### config.mk
export PLATFORM = sky130hd
export DESIGN_NAME = imem_arbiter
export DESIGN_NICKNAME = d
export VERILOG_FILES = /design/src/rtl/imem_arbiter.sv
export SDC_FILE = /design/constraint.sdc
export NUM_CORES = 1
export LEC_CHECK = 0
export ABC_AREA = 0
export CAP_MARGIN = 20
export CORE_MARGIN = 1.5
export CORE_UTILIZATION = 36
export DETAILED_ROUTE_END_ITERATION = 10
export PLACE_DENSITY = 0.82
export SYNTH_ARGS = -nofsm -noshare
export SYNTH_HDL_FRONTEND = slang
export SYNTH_SLANG_ARGS = --single-unit
### constraint.sdc
create_clock -name clk -period 1.6 [get_ports clk]
set_input_delay 0.4 -clock clk [delete_from_list [all_inputs] [get_ports clk]]
set_output_delay 0.4 -clock clk [all_outputs]
set_load 0.005 [all_outputs]
### src/rtl/imem_arbiter.sv
// imem_arbiter: shares one single-port instruction memory between the fetch
// unit and the program loader.
//
// BOOT lets only the loader reach the memory. RUN lets both requesters in,
// with at most one grant per cycle. Read data from the memory arrives one
// cycle after the address. A one-bit owner tag steers that data back to the
// requester that issued the read.
//
// Build option: define IMEM_ARB_RR_EN to replace fixed loader priority in
// RUN with a one-bit round-robin pointer. With the macro undefined, the
// loader always wins a conflict.
//
// Request/grant handshake (both ports): a requester holds *_req high with
// its address (and write data) stable. *_gnt is combinational and comes in
// the same cycle as the request. A cycle with *_req && *_gnt is one accepted
// access. Without a grant, the request is not consumed and must be held or
// re-presented. The result of an accepted read shows up as *_rvalid for
// exactly the following cycle. Accepted writes produce no *_rvalid.
//
// boot_done is a direct view of the FSM state register (0 = BOOT, 1 = RUN).

module imem_arbiter #(
    parameter int DATA_WIDTH = 32,
    parameter int ADDR_WIDTH = 10
) (
    input  logic                  clk,
    input  logic                  rst,

    // fetch port (read-only)
    input  logic                  f_req,
    input  logic [ADDR_WIDTH-1:0] f_addr,
    output logic                  f_gnt,
    output logic                  f_rvalid,
    output logic [DATA_WIDTH-1:0] f_rdata,

    // loader port (read/write)
    input  logic                  l_req,
    input  logic                  l_we,
    input  logic [ADDR_WIDTH-1:0] l_addr,
    input  logic [DATA_WIDTH-1:0] l_wdata,
    input  logic                  l_done,
    output logic                  l_gnt,
    output logic                  l_rvalid,
    output logic [DATA_WIDTH-1:0] l_rdata,

    // instruction memory (read data one cycle after address)
    output logic [ADDR_WIDTH-1:0] mem_addr,
    output logic                  mem_we,
    output logic [DATA_WIDTH-1:0] mem_wdata,
    input  logic [DATA_WIDTH-1:0] mem_rdata,

    output logic                  boot_done
);

    localparam logic [0:0] ST_BOOT = 1'b0;
    localparam logic [0:0] ST_RUN  = 1'b1;

    // Owner tag encoding for the pending read return.
    localparam logic OWN_FETCH  = 1'b0;
    localparam logic OWN_LOADER = 1'b1;

    logic [0:0]            state_q,  state_d;
    logic                  rd_pend_q, rd_pend_d;   // a granted read returns next cycle
    logic                  owner_q,  owner_d;      // who issued that read
    logic [DATA_WIDTH-1:0] f_hold_q, f_hold_d;     // last fetch read data
    logic [DATA_WIDTH-1:0] l_hold_q, l_hold_d;     // last loader read data

`ifdef IMEM_ARB_RR_EN
    logic                  rr_q, rr_d;             // 1: loader was granted most recently
`endif

    logic                  any_gnt;
    logic                  rd_gnt;

    // BOOT/RUN sequencing: leave BOOT on the edge that samples l_done; RUN holds until reset
    always_comb begin
        state_d = state_q;
        if (state_q == ST_BOOT && l_done) begin
            state_d = ST_RUN;
        end
    end

    // Grant selection; nothing is granted while reset is asserted
    always_comb begin
        f_gnt = 1'b0;
        l_gnt = 1'b0;
        if (rst) begin
            if (state_q == ST_BOOT) begin
                // Program load phase: the loader owns the memory outright.
                l_gnt = l_req;
            end else begin
`ifdef IMEM_ARB_RR_EN
                if (l_req && f_req) begin
                    // Conflict: hand the slot to whoever was not served last.
                    l_gnt = ~rr_q;
                    f_gnt = rr_q;
                end else begin
                    l_gnt = l_req;
                    f_gnt = f_req;
                end
`else
                l_gnt = l_req;
                f_gnt = f_req & ~l_req;
`endif
            end
        end
    end

    // Memory-side steering from the winning requester
    always_comb begin
        mem_addr  = l_gnt ? l_addr : f_addr;
        mem_we    = l_gnt & l_we;
        mem_wdata = l_wdata;
    end

    // Read tracking: any granted non-write access expects data next cycle
    always_comb begin
        any_gnt   = f_gnt | l_gnt;
        rd_gnt    = any_gnt & ~(l_gnt & l_we);
        rd_pend_d = rd_gnt;
        owner_d   = l_gnt ? OWN_LOADER : OWN_FETCH;
    end

`ifdef IMEM_ARB_RR_EN
    // Round-robin pointer remembers the most recent grant of any kind
    always_comb begin
        rr_d = rr_q;
        if (any_gnt) begin
            rr_d = l_gnt;
        end
    end
`endif

    // Return path: route the memory data to the tagged owner, hold otherwise.
    // A return pending when reset is asserted is dropped.
    always_comb begin
        f_rvalid = rst & rd_pend_q & (owner_q == OWN_FETCH);
        l_rvalid = rst & rd_pend_q & (owner_q == OWN_LOADER);
        f_hold_d = f_rvalid ? mem_rdata : f_hold_q;
        l_hold_d = l_rvalid ? mem_rdata : l_hold_q;
        f_rdata  = f_hold_d;
        l_rdata  = l_hold_d;
        boot_done = (state_q == ST_RUN);
    end

    // State registers with synchronous active-low reset
    always_ff @(posedge clk) begin
        if (!rst) begin
            state_q   <= ST_BOOT;
            rd_pend_q <= 1'b0;
            owner_q   <= OWN_FETCH;
            f_hold_q  <= '0;
            l_hold_q  <= '0;
        end else begin
            state_q   <= state_d;
            rd_pend_q <= rd_pend_d;
            owner_q   <= owner_d;
            f_hold_q  <= f_hold_d;
            l_hold_q  <= l_hold_d;
        end
    end

`ifdef IMEM_ARB_RR_EN
    // Round-robin pointer register
    always_ff @(posedge clk) begin
        if (!rst) begin
            rr_q <= 1'b0;
        end else begin
            rr_q <= rr_d;
        end
    end
`endif

endmodule

==> results of run 1 <==
cells in the mapped netlist:
master,instances
and3_1,1
buf_2,4
a21boi_0,4
buf_4,35
inv_1,2
dfxtp_1,67
mux2_2,43
clkbuf_8,2
o21a_1,1
clkbuf_1,10
nand2_1,130
mux2_4,31
nand3_4,1
mux2i_1,1
or2b_1,1
a21boi_1,60
nor3b_1,1
and2_1,4
nand3b_4,1
nor2b_1,1
buf_6,10
worst max-delay path, delay by kind of cell, from the launching register on:
| kind | cells | cell delay (ns) |
|---|---|---|
| buffers and inverters | 4 | 0.50 |
| flip-flops | 1 | 0.38 |
| multiplexers | 1 | 0.29 |
| AND/OR/NAND/NOR | 1 | 0.10 |
metrics by stage:
step	setup WS, ns	cells	power (mW)	util, %
after floorplan	0.0120	410	2.13	-
after global placement	-0.765	668	2.51	51.4
after detailed placement	-0.771	668	2.53	51.4
after CTS	-0.540	698	4.29	55.1
after global routing	-0.470	703	4.48	56.4
final	-0.402	703	4.30	56.4
where the power goes:
group,internal (mW),total (mW),switching [mW]
Clock,1.13,1.79,0.657
Sequential,1.72,1.75,0.0294
Combinational,0.478,0.765,0.287
worst paths after layout:
path                start      endpoint
min reg2reg  f_hold_q[24]  f_hold_q[24]
max reg2reg     boot_done     rd_pend_q
min                 l_req       owner_q
max             rd_pend_q   l_rdata[17]
state kept, by name, indices dropped and copies added, names as in the netlist:
signal and count:
boot_done 1, f_hold_q 32, l_hold_q 32, owner_q 1, rd_pend_q 1
cell type report:
| type | instances | area, um^2 |
|---|---|---|
| Fill cell | 893 | 4500 |
| Multi-Input combinational cell | 281 | 2180 |
| Timing Repair Buffer | 201 | 1860 |
| Sequential cell | 67 | 1350 |
| Tap cell | 136 | 170 |
| Clock buffer | 11 | 151 |
| Clock inverter | 5 | 108 |
| Inverter | 2 | 7.51 |
what timing repair did:
| action | CTS | global route |
|---|---|---|
| setup buffers | 14 | 4 |
| gates cloned | 1 | 4 |
| pin swaps | 4 | 1 |
| endpoints found under the setup margin | 80 | 75 |
| resized for setup | 254 | 119 |
kinds of logic (layout without fill, tap and decap cells):
family,after synthesis,after routing
muxes,75,75
AOI/OAI and AO/OA,65,65
buffers and inverters,63,219
and+or+nand+nor,140,141
DFF,67,67
layer usage:
layer | global-route usage, % | share of wire, % | up-vias | routed length (um)
li1 | - | - | 1634 | -
met3 | 4.05 | 6.6 | 38 | 725
met1 | 20.3 | 40 | 1616 | 4350
met4 | 10.2 | 3.0 | 0 | 329
met2 | 33.2 | 50 | 142 | 5500
met5 | 0 | 0 | - | 0
==> key figures, run 1 <==
Drt
  • 1st-pass router iterations: 4
  • DRC: 0
  • Routed WL: 10900 um
  • DR WL/cell: 15.5 um
  • Vias: 3430
  • Initial DRC count: 101
  • Vias/cell: 4.88
  • Routed Antenna Nets: 0

Outcome
  • Failing checks: negative setup slack
  • Status: complete, but fails checks

Logic synthesis
  • Main area contributors after synthesis: dfxtp_1 35%, nand2_1 13%, mux2_2 13%
  • Post-synthesis compound-gate area fraction: 12.7%
  • Post-Synthesis Cells: 410
  • Post-synthesis mux area share: 25.0%
  • Ys Warns: 0
  • Post-Synthesis Cell Area: 0.00383 mm^2
  • FF+latch count, synth: 67
  • Largest family of logic cells by synthesized area: multiplexers
  • Net Count, Synth: 500
  • Post-synthesis sequential area ratio: 35.0%
  • Unique masters post-synth: 21
  • Post-Synth Adder-Cell Area: 0%
  • Syn Area/Cell: 9.35 um^2
  • Post-Synth Simple-Gate Area: 15.1%
  • Top cell type by total area after synthesis: dfxtp_1
  • XOR/XNOR Fraction of Synth Area: 0%
  • Yosys top cell area share: 35.0%

Timing
  • Setup ws final: -0.402 ns
  • Fmax: 0.499 GHz
  • Min Hold Slack: 0.417 ns
  • Final setup vio count: 66
  • TNS Setup: -21.98 ns
  • Max-slew headroom: 73.7%
  • RSZ-0062 raised after global routing: true
  • Fin crit period: 2.00 ns
  • Fin crit share: 125%
  • Final Hold Viols: 0
  • Final Max Slew Viols: 0
  • Setup Skew: 0.0109 ns
  • Slew @ Worst Pin: 0.394 ns

Clocking
  • CTS tree: yes
  • CTS H-tree lvls: 3
  • CTS root buf: clkbuf_8
  • CTS max path bufs: 2
  • Worst-path clk slew: 0.07 ns
  • Cts bufs inserted: 9
  • Hold Buf Count CTS: 0
  • Clk_lat worst skew: 0.34 ns
  • Clk sink count: 67

Power
  • Cell area power density: 738 mW/mm^2
  • Leak Pwr: 2.78 nW
  • Peak supply drop: 0.000442 V

Critical path
  • Worst Setup Start Kind: flop
  • CP dominant cell by count: buf_6
  • Crit end category: output pin
  • CP max stage delay: 0.38 ns
  • Reg2reg setup slack: 0.16 ns
  • Worst Reg-to-Reg Cells: 9
  • Critical-path top delay cell: dfxtp_4
  • Critical path, cell by cell: nand3_4 -> buf_12 -> buf_8 -> buf_6 -> mux2_4 -> buf_6
  • Critical path type: reg2out
  • Req. time, crit path: 1.20 ns
  • Crit-path max FO: 5
  • Critical Path AT: 1.60 ns

Floorplan
  • I/O pins: 202
  • Die Width: 106 um
  • FP Rows: 37
  • Starting Density: 37.1%
  • DIE HEIGHT: 106 um
  • Core area: 0.0103 mm^2
  • DIE AREA: 0.0113 mm^2

Global route
  • Grt total ovfl: 0
  • First-pass GRT wire length: 16600 um
  • Initial antenna violation count: 0
  • Aggregate global-route resource usage: 18.6%
  • Largest net degree at the start of global routing: 50
  • Vias in the first global route: 3502

Job
  • Max_cap viols: 0

Place
  • Dpl cell area: 0.00531 mm^2
  • Gpl congestion: 0.758
  • PortBufs: 137
  • HPWL after DPL: 7410 um

Finish
  • Fin nets: 652
  • Area Overhead vs Synth: 51.8%
  • Share of cells above drive strength 1: 41.1%
  • Inserted Diodes: 0
  • Most common cell after layout, fill and taps aside: nand2_1
  • Post-route cell area: 0.00582 mm^2
  • Commonest non-fill, non-tap cells in the layout: 129 x nand2_1, 67 x mux2_4, 64 x dfxtp_1

Min path
  • Min-Delay Path Class: in2reg
  • Hold Path Stages: 3
(Power assumes the default switching activity.)
==> run 2, diff against run 1 <==
--- a/config.mk
+++ b/config.mk
@@ -7,10 +7,12 @@
 export LEC_CHECK = 0
 export ABC_AREA = 0
 export CAP_MARGIN = 20
+export CORE_ASPECT_RATIO = 0.8
 export CORE_MARGIN = 1.5
 export CORE_UTILIZATION = 36
 export DETAILED_ROUTE_END_ITERATION = 10
 export PLACE_DENSITY = 0.82
+export RECOVER_POWER = 50
 export SYNTH_ARGS = -nofsm -noshare
 export SYNTH_HDL_FRONTEND = slang
 export SYNTH_SLANG_ARGS = --single-unit
==> run 2 against run 1 <==
Net effect:
- the run still ends with negative setup slack left
- hold slack better by 0.024 ns
- flip-flop and latch count stayed put
- cell count is 1.1% higher
- sequential power hardly changed
- clock power hardly changed
- count of clock-buffer cells in the layout is 2 higher
- global-route usage hardly changed
- via count is 0.17% lower
- critical path type unchanged
- critical endpoint is now f_rdata[1]
- largest cell class unchanged
==> key figures, run 2 (same netlist as run 1, synthesis figures left out) <==
Outcome
  • Status: complete, but fails checks
  • Failing checks: negative setup slack

Finish
  • Most common cell after layout, fill and taps aside: nand2_1
  • Share of cells above drive strength 1: 43.3% (+2.2 points)
  • Post-route cell area: 0.00594 mm^2 (+2.0%)
  • Commonest non-fill, non-tap cells in the layout: 130 x nand2_1, 64 x dfxtp_1, 59 x mux2_4
  • Biggest regs: f_hold_q x32, l_hold_q x32
  • Inserted Diodes: 0 (unchanged)
  • Fin cells: 711 (+1.1%)
  • Core Util, Final: 57.5% (+1.1 points)
  • Fin nets: 657 (+0.77%)
  • Area Overhead vs Synth: 54.8%

Power
  • Peak supply drop: 0.000526 V (+19%)
  • Cell area power density: 737 mW/mm^2 (-0.20%)
  • Leak Pwr: 2.79 nW (+0.15%)
  • Overall Power: 4.37 mW (+1.8%)

Timing
  • Fin crit share: 127% (+2.1 points)
  • Final Max Slew Viols: 0 (unchanged)
  • RSZ-0062 raised after global routing: true
  • Setup ws final: -0.435 ns (-0.0330 ns)
  • Final Hold Viols: 0 (unchanged)
  • Fin crit period: 2.04 ns (+0.0330 ns)
  • Final setup vio count: 70 (+6.1%)
  • Fmax: 0.491 GHz (-1.6%)
  • Max-slew headroom: 30.6% (-43 points)
  • Setup Skew: 0.00616 ns (-0.00476 ns)
  • Min Hold Slack: 0.441 ns (+0.0241 ns)
  • Slew @ Worst Pin: 1.04 ns (+0.647 ns)
  • TNS Setup: -21.90 ns (+0.0755 ns)

Global route
  • Aggregate global-route resource usage: 18.6% (about the same)
  • Grt total ovfl: 0 (unchanged)
  • Largest net degree at the start of global routing: 68 (+36%)
  • First-pass GRT wire length: 16500 um (-0.70%)
  • Initial antenna violation count: 0 (unchanged)
  • Vias in the first global route: 3413 (-2.5%)

Place
  • Gpl congestion: 0.737 (-2.8%)
  • HPWL after DPL: 7230 um (-2.4%)
  • Place WS: -0.792 ns (-0.0209 ns)
  • PortBufs: 137 (unchanged)
  • Dpl cell area: 0.00533 mm^2 (+0.33%)
  • Inst Count DP: 672 (+0.60%)

Floorplan
  • FP Rows: 33 (-11%)
  • Starting Density: 37.2% (about the same)
  • DIE HEIGHT: 95.3 um (-10%)
  • DIE AREA: 0.0113 mm^2 (about the same)
  • Core area: 0.0103 mm^2 (about the same)
  • Die Width: 118 um (+11%)
  • I/O pins: 202 (unchanged)

Clocking
  • Worst-path clk slew: 0.05 ns (-0.02 ns)
  • Clk_lat worst skew: 0.32 ns (-0.02 ns)
  • CTS max path bufs: 2 (unchanged)
  • Clk sink count: 67 (unchanged)
  • CTS tree: yes
  • Cts bufs inserted: 9 (unchanged)
  • Hold Buf Count CTS: 0 (unchanged)
  • CTS root buf: clkbuf_16
  • CTS H-tree lvls: 3 (unchanged)

Critical path
  • Worst Setup Start Kind: flop
  • Worst Reg-to-Reg Cells: 6 (-3)
  • Critical Path AT: 1.64 ns (+0.04 ns)
  • Worst r2r dst: f_hold_q[10]
  • Critical path type: reg2out
  • Crit-path max FO: 4 (-1)
  • Req. time, crit path: 1.20 ns (about the same)
  • Crit end category: output pin
  • Reg2reg setup slack: 0.24 ns (+0.08 ns)
  • Worst r2r src: owner_q

Min path
  • Min-Delay Path Class: in2reg
  • Hold Crit Endpoint: owner_q
  • Min-delay src: l_req
  • Hold Path Stages: 3 (unchanged)

Drt
  • Vias: 3424 (-0.17%)
  • Vias/cell: 4.82 (-1.3%)
  • Initial DRC count: 146 (+45%)
  • Routed Antenna Nets: 0 (unchanged)
  • DR WL/cell: 15.6 um (+0.55%)
  • 1st-pass router iterations: 5 (+1)
  • DRC: 0 (unchanged)
  • Routed WL: 11100 um (+1.7%)

Job
  • Max_cap viols: 0 (unchanged)
==> run 2: area by class of cell <==
class | instances | area (um^2)
multi-input combinational | 281 | 2150
clock buffer | 13 | 270
inverter | 2 | 7.51
sequential | 67 | 1350
fill | 862 | 4380
tap | 140 | 175
clock inverter | 2 | 10.0
timing repair buffer | 206 | 1980
==> run 2: timing repair <==
action | 4_1_cts | 5_1_grt
gates cloned | 4 | 4
buffers inserted | 13 | 8
endpoints found under the setup margin | 80 | 73
resized for setup | 294 | 94
pin swaps | 4 | 2
==> run 2: worst max path at each step <==
stage	start	end	slack (ns)	depth (start not counted)
final	owner_q	f_rdata[1]	-0.44	6
after global routing	owner_q	f_rdata[1]	-0.48	6
after CTS	owner_q	f_rdata[24]	-0.50	6
after detailed placement	l_req	mem_addr[6]	-0.79	5
after global placement	l_req	mem_addr[8]	-0.76	5
after floorplan	rst	mem_addr[0]	0.01	4
==> run 2: routing by layer <==
layer	share of wire, %	GRT usage (%)
met1	42	20.2
met2	50	35.2
met3	6.2	5.32
met4	1.7	5.92
met5	0	0
==> run 2: worst max-delay path: stages, from the launching register on <==
cell and delay [ns]:
dfxtp_4 0.36, nand3b_4 0.20, buf_12 0.15, buf_16 0.12
buf_6 0.11, mux2_2 0.25, buf_2 0.12
==> run 2: power breakdown <==
part           internal [mW]  switching [mW]  leakage (nW)  total (mW)
logic                  0.512           0.292          2.10       0.804
registers               1.72          0.0297         0.545        1.75
clock network           1.16           0.660         0.141        1.82
total                   3.39           0.982          2.79        4.37
